**src/rtl/sub_pkg.sv**
```systemverilog
// Shared types for the subtractor arbiter: operand width and the controller state encoding.
package sub_pkg;

   localparam int SUB_WIDTH = 32;

   typedef enum logic [1:0] {
      IDLE = 2'd0,
      EXEC = 2'd1,
      RESP = 2'd2
   } sub_arb_state_t;

endpackage

```
**src/rtl/sub_arbiter_rr_pick.sv**
```systemverilog
// Combinational round-robin picker: first set request at or above ptr, wrapping modulo NUM_REQ.
module rr_pick #(
   parameter int NUM_REQ = 4,
   parameter int IDX_W   = $clog2(NUM_REQ)
) (
   input  logic [NUM_REQ-1:0] req,
   input  logic [IDX_W-1:0]   ptr,
   output logic [NUM_REQ-1:0] grant,
   output logic [IDX_W-1:0]   idx,
   output logic               any
);

   always_comb begin
      int c;
      grant = '0;
      idx   = '0;
      any   = 1'b0;
      c     = 0;
      for (int k = 0; k < NUM_REQ; k++) begin
         c = int'(ptr) + k;
         if (c >= NUM_REQ) c = c - NUM_REQ;
         if (!any && req[c[IDX_W-1:0]]) begin
            any                = 1'b1;
            grant[c[IDX_W-1:0]] = 1'b1;
            idx                = c[IDX_W-1:0];
         end
      end
   end

endmodule

```
**src/rtl/sub_arbiter.sv**
```systemverilog
// Round-robin sharing of one external combinational subtractor among NUM_REQ requesters.
// Optional counters stat_ops/stat_borrows are built when SUB_ARB_STATS_EN is defined.
module sub_arbiter
   import sub_pkg::*;
#(
   parameter int NUM_REQ = 4,
   parameter int WIDTH   = SUB_WIDTH,
   parameter int IDX_W   = $clog2(NUM_REQ)
) (
   input  logic                     clk,
   input  logic                     rst_n,
   input  logic [NUM_REQ-1:0]       req_valid,
   output logic [NUM_REQ-1:0]       req_ready,
   input  logic [NUM_REQ*WIDTH-1:0] req_a,
   input  logic [NUM_REQ*WIDTH-1:0] req_b,
   output logic [WIDTH-1:0]         sub_a,
   output logic [WIDTH-1:0]         sub_b,
   input  logic [WIDTH-1:0]         sub_result,
   output logic [NUM_REQ-1:0]       resp_valid,
   input  logic [NUM_REQ-1:0]       resp_ready,
   output logic [WIDTH-1:0]         resp_result,
   output logic                     resp_borrow,
   output logic                     busy
`ifdef SUB_ARB_STATS_EN
   ,
   output logic [31:0]              stat_ops,
   output logic [31:0]              stat_borrows
`endif
);

   sub_arb_state_t       state_q, state_d;
   logic [IDX_W-1:0]     ptr_q, gnt_q, pick_idx;
   logic [NUM_REQ-1:0]   pick_grant;
   logic                 pick_any;
   logic                 accept, resp_hs;
   logic [WIDTH-1:0]     a_arr [NUM_REQ];
   logic [WIDTH-1:0]     b_arr [NUM_REQ];

   for (genvar g = 0; g < NUM_REQ; g++) begin : g_unpack
      assign a_arr[g] = req_a[g*WIDTH +: WIDTH];
      assign b_arr[g] = req_b[g*WIDTH +: WIDTH];
   end

   rr_pick #(
      .NUM_REQ (NUM_REQ),
      .IDX_W   (IDX_W)
   ) u_pick (
      .req   (req_valid),
      .ptr   (ptr_q),
      .grant (pick_grant),
      .idx   (pick_idx),
      .any   (pick_any)
   );

   assign accept     = (state_q == IDLE) && pick_any;
   // Gated by rst_n so every output reads 0 while reset is held, even with requests pending.
   assign req_ready  = ((state_q == IDLE) && rst_n) ? pick_grant : '0;
   assign resp_hs    = (state_q == RESP) && resp_ready[gnt_q];
   assign resp_valid = (state_q == RESP) ? (NUM_REQ'(1) << gnt_q) : '0;
   assign busy       = (state_q != IDLE);

   always_ff @(posedge clk or negedge rst_n) begin
      if (!rst_n) state_q <= IDLE;
      else        state_q <= state_d;
   end

   always_comb begin
      state_d = state_q;
      case (state_q)
         IDLE:    if (pick_any) state_d = EXEC;
         EXEC:    state_d = RESP;
         RESP:    if (resp_hs) state_d = IDLE;
         default: state_d = IDLE;
      endcase
   end

   always_ff @(posedge clk or negedge rst_n) begin
      if (!rst_n) begin
         ptr_q       <= '0;
         gnt_q       <= '0;
         sub_a       <= '0;
         sub_b       <= '0;
         resp_result <= '0;
         resp_borrow <= 1'b0;
      end else begin
         if (accept) begin
            sub_a <= a_arr[pick_idx];
            sub_b <= b_arr[pick_idx];
            gnt_q <= pick_idx;
            ptr_q <= (pick_idx == IDX_W'(NUM_REQ-1)) ? '0 : pick_idx + IDX_W'(1);
         end
         // Borrow comes from our own compare so it does not depend on the subtractor's flags.
         if (state_q == EXEC) begin
            resp_result <= sub_result;
            resp_borrow <= (sub_a < sub_b);
         end
      end
   end

`ifdef SUB_ARB_STATS_EN
   always_ff @(posedge clk or negedge rst_n) begin
      if (!rst_n) begin
         stat_ops     <= '0;
         stat_borrows <= '0;
      end else if (resp_hs) begin
         stat_ops <= stat_ops + 32'd1;
         if (resp_borrow) stat_borrows <= stat_borrows + 32'd1;
      end
   end
`endif

endmodule
```
**config.mk**
```make
export PLATFORM = sky130hd
export DESIGN_NAME = sub_arbiter
export DESIGN_NICKNAME = d
export VERILOG_FILES = /design/src/rtl/sub_pkg.sv /design/src/rtl/sub_arbiter_rr_pick.sv /design/src/rtl/sub_arbiter.sv
export SDC_FILE = /design/constraint.sdc
export NUM_CORES = 1
export LEC_CHECK = 0
export CORE_UTILIZATION = 30
export DETAILED_ROUTE_END_ITERATION = 8
export GPL_TIMING_DRIVEN = 0
export PLACE_DENSITY = 0.65
export SYNTH_ARGS = -nofsm -noshare
export SYNTH_HDL_FRONTEND = slang
export SYNTH_SLANG_ARGS = --single-unit
```
**constraint.sdc**
```tcl
create_clock -name clk -period 3.57 [get_ports clk]
set_input_delay 0.5355 -clock clk [delete_from_list [all_inputs] [get_ports clk]]
set_output_delay 0.5355 -clock clk [all_outputs]
set_load 0.02 [all_outputs]
```
==> impl_metrics.sql <==
INSERT INTO impl_metrics (metric_group, metric, value, unit) VALUES
('sta', 'grt_setup_unrepaired', 'false', ''),
('logic_synthesis', 'synth.largest_area_cell', 'sky130_fd_sc_hd__dfrtp_1', ''),
('placement', 'placed_cells_incl_taps', '1353', ''),
('logic_synthesis', 'syn_avg_cell_area', '11.33', 'µm²'),
('setup_path', 'startpoint_type', 'flip-flop', ''),
('power_and_ir_drop', 'total_power', '11.76', 'mW'),
('setup_path', 'setup.worst_path.start', 'ptr_q[0]', ''),
('status', 'run_status', 'finished clean', ''),
('die', 'top_level_ports', '404', ''),
('grt', 'grt_overflow', '0', ''),
('logic_synthesis', 'synth.net_count', '966', ''),
('clocking', 'clock-sinks', '103', ''),
('run', 'max_cap_viol_count', '0', ''),
('power_and_ir_drop', 'cellPowerDensity', '983.3', 'nW/µm²'),
('sta', 'maxClockFrequency', '0.2947', 'GHz'),
('sta', 'rel_slew_slack', '53.59', '%'),
('setup_path', 'critical_path.reg2reg.endpoint', 'sub_a[28]', ''),
('finish', 'finish.net_count', '1384', ''),
('setup_path', 'arrival', '2.86', 'ns'),
('die', 'floorplan.core_area', '23400', 'µm²'),
('setup_path', 'critical_path.max_fanout', '10', ''),
('setup_path', 'timing.critical_path.mode_cell', 'sky130_fd_sc_hd__buf_6', ''),
('sta', 'hold_slack', '0.1229', 'ns'),
('clocking', 'cts-hold-fix-buffers', '0', ''),
('route', 'drtIter0Drc', '179', ''),
('sta', 'timing_max_transition_violations_final', '0', ''),
('die', 'floorplan.rows', '56', ''),
('route', 'routed_wire_length', '27660', 'µm'),
('setup_path', 'setup.worst_path.end', 'req_ready[3]', ''),
('setup_path', 'worst_setup_path_end_kind', 'primary output', ''),
('grt', 'grt_antenna_before_repair', '0', ''),
('grt', 'global_route_wire_length_before_repair', '40370', 'µm'),
('power_and_ir_drop', 'irDropWorstVdd', '409.0', 'µV'),
('grt', 'grt_start_max_net_pins', '54', ''),
('die', 'die-width', '156.3', 'µm'),
('clocking', 'cts-root-buf', 'sky130_fd_sc_hd__clkbuf_16', ''),
('logic_synthesis', 'ys.warnings.count', '0', ''),
('route', 'first_pass_iters', '4', ''),
('die', 'height_of_the_die', '156.3', 'µm'),
('clocking', 'insertion_delay', '0.35', 'ns'),
('placement', 'io_buffer_count', '403', ''),
('clocking', 'htreeDepth', '3', ''),
('sta', 'actual_slew_at_the_worst_max_slew_pin', '0.6961', 'ns'),
('sta', 'finalWorstPathRequiredPeriod', '3.394', 'ns'),
('die', 'initial_utilization', '30.50', '%'),
('setup_path', 'setup.worst_path.class', 'flip-flop to primary output', ''),
('route', 'drt_drc_violations_left', '0', ''),
('die', 'dieArea', '24410', 'µm²'),
('sta', 'finalSetupViolations', '0', ''),
('finish', 'layout-drive-gt1-share', '16.05', '%'),
('sta', 'final_hold_viol_count', '0', ''),
('route', 'antenna_left', '0', ''),
('logic_synthesis', 'synth.top_cell.area_share', '36.11', '%'),
('sta', 'skew', '0.006064', 'ns'),
('power_and_ir_drop', 'static_power_due_to_leakage', '5.006', 'nW'),
('clocking', 'cts_buffers', '9', ''),
('grt', 'grt.total_usage', '22.52', '%'),
('sta', 'period_share', '95.06', '%'),
('setup_path', 'timing.critical_path.slowest_cell_delay', '0.39', 'ns'),
('route', 'post_drt_wl_per_cell', '20.16', 'µm'),
('setup_path', 'crit_slowest_cell', 'sky130_fd_sc_hd__dfrtp_2', ''),
('setup_path', 'rr_startpoint', 'ptr_q[0]', ''),
('logic_synthesis', 'yosysSeqAreaShare', '36.11', '%'),
('hold_path', 'holdCritPathClass', 'input pin to asynchronous set/reset pin', ''),
('finish', 'antenna_cells', '0', ''),
('setup_path', 'reg2reg_depth', '14', ''),
('clocking', 'clkSlewWorstSetupHoldPaths', '0.08', 'ns'),
('setup_path', 'worst_ep_required_time', '3.03', 'ns'),
('setup_path', 'rrSetupSlack', '0.24', 'ns'),
('logic_synthesis', 'synthTopCellsByArea', 'sky130_fd_sc_hd__dfrtp_1, sky130_fd_sc_hd__mux2i_1, sky130_fd_sc_hd__o221ai_2', ''),
('setup_path', 'cp_cell_sequence', 'buf_6 -> buf_6 -> clkinvlp_4 -> ha_4 -> mux4_2 -> or3_4 -> nor2b_4 -> a221oi_1 -> nor2_1 -> clkdlybuf4s15_2', '');
## Yosys cell counts, drive strengths merged
cell,number
mux2i,128
dfrtp,103
nand2,74
o221ai,63
ha,38
inv,38
buf,33
mux2,33
nor2,20
o21ai,12
a21oi,10
clkbuf,9
a21o,7
nand4,6
a221oi,5
a22oi,5
mux4,5
nor2b,5
nand2b,4
o211ai,4
nor3,3
xnor2,3
a211o,2
a211oi,2
and3,2
or3,2
a2111oi,1
a221o,1
a311oi,1
a31o,1
and2,1
and4b,1
nand3,1
nor4b,1
o211a,1
o21a,1
o22ai,1
o31ai,1
o41ai,1
or4b,1
## stage by stage
stage               area (µm²)  worst slack, ns  utilization [%]
finish                   11960           0.1762            51.11
CTS                      11940          0.05011            51.04
floorplan                 7138           0.3991                -
global placement         11570           -3.267            49.44
global route             11960          0.01337            51.11
detailed placement       11600          -0.4048            49.57
## routing by layer
layer / vias to the layer above / wire [µm] / part of all wire, % / GRT usage (%)
met5: - / 0 / 0 / 0
met4: 0 / 493 / 1.8 / 6.443
met3: 27 / 2033 / 7.4 / 5.068
met2: 282 / 14300 / 52 / 41.65
met1: 3197 / 10830 / 39 / 25.71
li1: 3201 / - / - / -
## state kept, by name (all words and copies together), names as in the netlist
name         cells
sub_a           32
resp_borrow      1
ptr_q            2
sub_b           32
resp_result     32
gnt_q            2
state_q          2
## cell type report
type                       count  area (µm²)
buffer                        42       302.8
tap                          319       399.1
inverter                      38       146.4
timing repair buffer         407        4084
multi-input combinational    447        4161
sequential                   103        2579
fill                        2233       11440
clock inverter                 7       63.81
clock buffer                   9       225.2
## cell families (layout without fill, tap and decap cells)
| group | Yosys count | in the layout | synth area share, % |
|---|---|---|---|
| multiplexers | 166 | 166 | 24.73 |
| AND/OR/NAND/NOR | 121 | 121 | 7.485 |
| AO/OA/AOI/OAI | 119 | 119 | 18.49 |
| flip-flops | 103 | 103 | 36.11 |
| buffers and inverters | 80 | 503 | 6.152 |
| adder cells (fa/ha/maj) | 38 | 38 | 6.661 |
| XOR/XNOR | 3 | 3 | 0.3682 |
## cells in the final DEF, fill, tap and decap left out, types with 3 or more instances in the layout
cell and n:
sky130_fd_sc_hd__mux2i_1 126, sky130_fd_sc_hd__nor2b_1 4, sky130_fd_sc_hd__clkdlybuf4s15_2 3, sky130_fd_sc_hd__xnor2_1 3, sky130_fd_sc_hd__nand2b_1 4, sky130_fd_sc_hd__buf_2 12
sky130_fd_sc_hd__nor3_1 3, sky130_fd_sc_hd__a22oi_1 5, sky130_fd_sc_hd__buf_6 15, sky130_fd_sc_hd__a21o_1 7, sky130_fd_sc_hd__o221ai_2 59, sky130_fd_sc_hd__clkbuf_1 9
sky130_fd_sc_hd__o211ai_1 3, sky130_fd_sc_hd__mux2_2 33, sky130_fd_sc_hd__mux4_2 5, sky130_fd_sc_hd__o21ai_0 6, sky130_fd_sc_hd__ha_1 37, sky130_fd_sc_hd__nor2_1 20
sky130_fd_sc_hd__clkinvlp_4 3, sky130_fd_sc_hd__dfrtp_1 102, sky130_fd_sc_hd__o221ai_1 4, sky130_fd_sc_hd__clkbuf_16 9, sky130_fd_sc_hd__nand2_1 73, sky130_fd_sc_hd__inv_1 36
sky130_fd_sc_hd__a221oi_1 3, sky130_fd_sc_hd__a21oi_1 10, sky130_fd_sc_hd__nand4_1 6, sky130_fd_sc_hd__o21ai_1 5, sky130_fd_sc_hd__buf_4 10, sky130_fd_sc_hd__clkdlybuf4s50_1 398
## worst min-delay path by stage
stage                         start         endpoint  slack (ns)  cells after the start
CTS                           rst_n  resp_result[14]        0.13                      1
detailed placement  resp_result[18]  resp_result[18]        0.49                      1
global placement    resp_result[18]  resp_result[18]        0.49                      1
global route                  rst_n  resp_result[14]        0.14                      1
finish                        rst_n  resp_result[14]        0.12                      1
floorplan                     rst_n         gnt_q[0]        0.24                      0
## worst max-delay path, delay by kind of cell, from the launching register on
family          cells  cell delay, ns
simple gates        3            0.67
flops               1            0.39
mux                 1            0.33
fa+ha+maj           1            0.33
compound gates      1            0.09
buf+inv             4            0.72
## power breakdown
group / switching (mW) / internal, mW
registers: 0.496 / 1.79
clock network: 0.494 / 0.489
logic: 4.55 / 3.94
## repair_timing
| action | in CTS | in global routing |
|---|---|---|
| gates resized for setup | 21 | 4 |
| endpoints found under the setup margin | 63 | 34 |
| setup buffers | 2 | 1 |
| endpoints found under the hold margin | 0 | 0 |
Power figures use the tool's default switching activity.
==> RTL change 1, RTL diff (same flow settings) <==
Build with the macro `SUB_ARB_STATS_EN` defined.
--- a/src/rtl/sub_arbiter.sv
+++ b/src/rtl/sub_arbiter.sv
@@ -2,2 +2,4 @@
 // Optional counters stat_ops/stat_borrows are built when SUB_ARB_STATS_EN is defined.
+`define SUB_ARB_STATS_EN
+
 module sub_arbiter
Behaviour (old outputs only; new: stat_borrows and stat_ops): unchanged (Yosys induction, for registers that start in step).
==> RTL change 1 against the unedited design <==
- routed wire length up 33%
- sequential cell count grew 64
- setup slack worse by 34 ps
- global-route usage is 0.26 points lower
- design area grew 29%
- area after synthesis is 35% higher
- power increased by 13%
- maximum frequency fell by 0.99%
- critical endpoint unchanged
- largest power group unchanged
==> RTL change 1: results (changes against the unedited design) <==
metric,value,unit,change
status,finished clean,,
Global Route met1 Usage,0.262,,+0.00532
GR Util All Layers,0.223,,-0.00256
Synth cell types,45,,-10%
global placement routability congestion,0.825,,+0.33%
Syn Nets,1239,,+28%
Avg WL per Cell,20.3,um,+0.81%
Skew-Pair Late Insertion Delay,430,ps,+80 ps
synth warn,0,,unchanged
share of cells above drive strength 1,0.0736,,-0.0869
Worst R2R Setup Slack,220,ps,-20 ps
Worst path max stage delay,590,ps,+200 ps
initial antenna violation count,5,,+5
"Largest delay share family, worst path",buffers and inverters,,
met2 GRT Util,0.396,,-0.0208
vias in the first global route,9140,,+32%
nets,1725,,+25%
Placement Setup Slack,-209,ps,+195 ps
CP arrival,2890,ps,+30 ps
"FFs w/ async S/R, synth",1.00,,unchanged
largest net degree at the start of global routing,93,,+72%
DRT iter0 DRCs,327,,+83%
"Max FO, Critical Path",9,,-1
CTS root buf,clkbuf_16,,
GRT met3 Usage,0.0449,,-0.00575
Leak,6.75,nW,+35%
global-route wire length before repair,54.8,mm,+36%
Tcrit/Tclk final,0.960,,+0.00952
"top cells by count, synth","dfrtp_1, mux2i_1, nand2_1",,
Crit-path slowest cell,mux4_2,,
fill count,2971,,+33%
Post-DP HPWL,29.7,mm,+31%
Post-Synth XOR/XNOR Area,0.0589,,+0.0553
largest cells by area after synthesis,"dfrtp_1, mux2i_1, ha_1",,
R2R depth,12,,-2
"Setup violations, final",0,,unchanged
# port buffers,465,,+15%
Worst slew margin,0.273,,-0.263
Worst Clk Skew,17.7,ps,+11.6 ps
post-synthesis mux area share,0.185,,-0.0621
Max VDD drop,0.000393,V,-3.8%
Via Count,8961,,+34%
WL met1,14.9,mm,+37%
TritonRoute pass-1 iters,5,,+1
Compound-Gate Fraction of Synth Area,0.109,,-0.0760
adder-cell area share of the yosys netlist,0.0518,,-0.0148
total CTS buffers,17,,+8
sequential cell area fraction in the yosys report,0.433,,+0.0716
FF-to-FF End,sub_a[30],,
H-tree depth,4,,+1
routed wl met2,18.8,mm,+32%
metal3 WL,1.81,mm,-11%
"CTS clk-pin slew, worst paths",80,ps,about the same
==> RTL change 1: changes by cell type in the layout (fill, tap and decap cells not counted), moves of 31 or more <==
cell / before / now
o31a_1: 0 / 35
clkdlybuf4s50_1: 398 / 460
dfrtp_1: 102 / 165
or3_1: 1 / 32
xnor2_1: 3 / 43
o221ai_2: 59 / 0
==> RTL change 1: area by class of cell <==
type	count	area (sq um)	area share
Antenna cell	4	10.0	0.000646
Buffer	51	297	0.0191
Clock buffer	17	425	0.0275
Clock inverter	15	191	0.0124
Inverter	37	144	0.00929
Multi-Input combinational cell	646	5060	0.327
Sequential cell	167	4180	0.270
Tap cell	402	503	0.0325
Timing Repair Buffer	467	4680	0.302
==> RTL change 1: cells by family (layout without fill, tap and decap cells) <==
logic type,count (synthesis),count (layout)
AND/OR/NAND/NOR,227,227
AO/OA/AOI/OAI,145,145
multiplexers,169,169
XOR/XNOR,65,65
buffers and inverters,88,587
adder cells (fa/ha/maj),40,40
flip-flops,167,167
other,0,4
==> RTL change 1: stage by stage <==
stage	util	area [sq um]	hold slack, ps	setup TNS, ps	cells
after global routing	0.490	15500	107	-9.80	1805
after detailed placement	0.469	14800	462	-1760	1769
final	0.490	15500	90.0	0	1806
after floorplan	-	9660	240	0	901
after global placement	0.468	14800	456	-939120	1768
after CTS	0.490	15500	110	0	1802
==> RTL change 1: timing repair <==
item / in CTS / in global routing
buffers inserted: 1 / 0
gates resized for setup: 19 / 7
setup endpoints to repair: 33 / 5
endpoints found under the hold margin: 0 / 0
==> RTL change 1: power breakdown <==
group	internal [mW]	total (mW)	switching [mW]
sequential	2.56	3.09	0.529
combinational	3.78	8.22	4.44
clock	0.961	1.94	0.983
total	7.30	13.3	5.95
==> RTL change 2, RTL diff (config.mk and constraints unchanged) <==
Made on the original files. Re-encode `sub_arb_state_t` (3 states) as one-hot, 3 bits wide.
--- a/src/rtl/sub_pkg.sv
+++ b/src/rtl/sub_pkg.sv
@@ -5,6 +5,6 @@
 
-   typedef enum logic [1:0] {
-      IDLE = 2'd0,
-      EXEC = 2'd1,
-      RESP = 2'd2
+   typedef enum logic [2:0] {
+      IDLE = 3'b001,
+      EXEC = 3'b010,
+      RESP = 3'b100
    } sub_arb_state_t;
Formal check against the unedited RTL: no difference found for any inputs over 10 cycles, from zero or initial values and one cycle with rst_n low; not proved beyond that.
==> RTL change 2 against the unedited design <==
- sequential cell count is 1 higher
- die area is 7.3% lower
- largest cell class unchanged
- register-to-register slack worse by 40 ps
- synthesized cell count is 7.1% lower
- critical path type unchanged
- count of clock-buffer cells in the layout stayed put
- largest power group unchanged
- sequential share of layout area is 1.4 points higher
- routed wire length is 5.5% lower
- power is 8.7% lower
- design area is 5.1% lower
- clock skew is 3.4 ps higher
- area after synthesis is 7.4% lower
- cell count is 6.5% lower
- setup slack worse by 56 ps
- sequential power is 2% lower
==> RTL change 2: results (changes against the unedited design) <==
metric,value,unit,change
status,finished clean,,
largest net degree at the start of global routing,57,,+5.6%
Worst slew margin,0.477,,-0.0587
fill count,1963,,-12%
final setup margin,120,ps,-55.9 ps
sw frac,0.452,,-0.0191
CP arrival,2910,ps,+50 ps
cts repair resizes,12,,-43%
Worst R2R Setup Slack,200,ps,-40 ps
post-synthesis mux area share,0.282,,+0.0352
sequential cell area fraction in the yosys report,0.394,,+0.0327
nets,1339,,-3.3%
vias in the first global route,6477,,-6.4%
post-place instance area,11000,sq um,-5.0%
Worst Clk Skew,9.46,ps,+3.40 ps
CP Capture Point,req_ready[1],,
Synth cell types,40,,-20%
Max VDD drop,0.000572,V,+40%
FF-to-FF End,sub_b[20],,
R2R depth,12,,-2
DRT iter0 DRCs,239,,+34%
Placement Setup Slack,-578,ps,-174 ps
global-route wire length before repair,37.3,mm,-7.6%
"top cells by count, synth","dfrtp_1, nand2_1, mux2i_1",,
Compound-Gate Fraction of Synth Area,0.117,,-0.0680
Vias/cell,4.96,,+1.5%
Post-DP HPWL,21.5,mm,-5.2%
Post-Synth XOR/XNOR Area,0,,-0.00368
## RTL change 2: final cells by class
| class | count | area, sq um | area share |
|---|---|---|---|
| plain buffers | 38 | 248 | 0.0218 |
| clock buffers | 9 | 225 | 0.0198 |
| clock inverters | 7 | 65.1 | 0.00573 |
| inverters | 37 | 139 | 0.0122 |
| multi-input cells | 406 | 3650 | 0.321 |
| flip-flops and latches | 104 | 2610 | 0.229 |
| well taps | 275 | 344 | 0.0303 |
| repair buffers | 407 | 4080 | 0.359 |
## RTL change 2: how the worst min path moves through the flow
stage,cells past startpoint,slack (ps),endpoint
finish,1,210,resp_result[25]
detailed placement,1,490,resp_result[16]
global placement,1,490,resp_result[21]
floorplan,0,240,gnt_q[0]
global route,1,250,resp_result[25]
CTS,1,230,resp_result[25]
## RTL change 2: power groups by stage
stage / logic, mW / clock network, mW / registers [mW]
2_1_floorplan: 3.98 / 0 / 2.85
3_3_place_gp: 7.44 / 0 / 2.25
3_5_place_dp: 7.53 / 0 / 2.27
4_1_cts: 7.58 / 1.03 / 2.25
5_1_grt: 8.17 / 1.08 / 2.31
6_report: 7.50 / 1.00 / 2.24
## RTL change 2: routing by layer
layer / vias up / global-route usage / wire length (um)
met5: - / 0 / 0
met3: 31 / 0.0458 / 1810
met4: 0 / 0.0601 / 464
met2: 269 / 0.411 / 13500
met1: 3059 / 0.267 / 10300
li1: 3007 / - / -
## RTL change 2: stage by stage
step	setup TNS, ps	std cells
floorplan	0	585
global placement	-265640	1263
detailed placement	-20110	1264
CTS	0	1282
global route	0	1283
finish	0	1283
## RTL change 2: critical path: stages, from the launching register on
cell and delay [ps]:
dfrtp_2 390, buf_4 180, inv_1 100, ha_2 390, mux4_2 390, or3_4 380
nor2_4 160, a221oi_1 100, nor2_1 90, dlygate4sd2_1 360
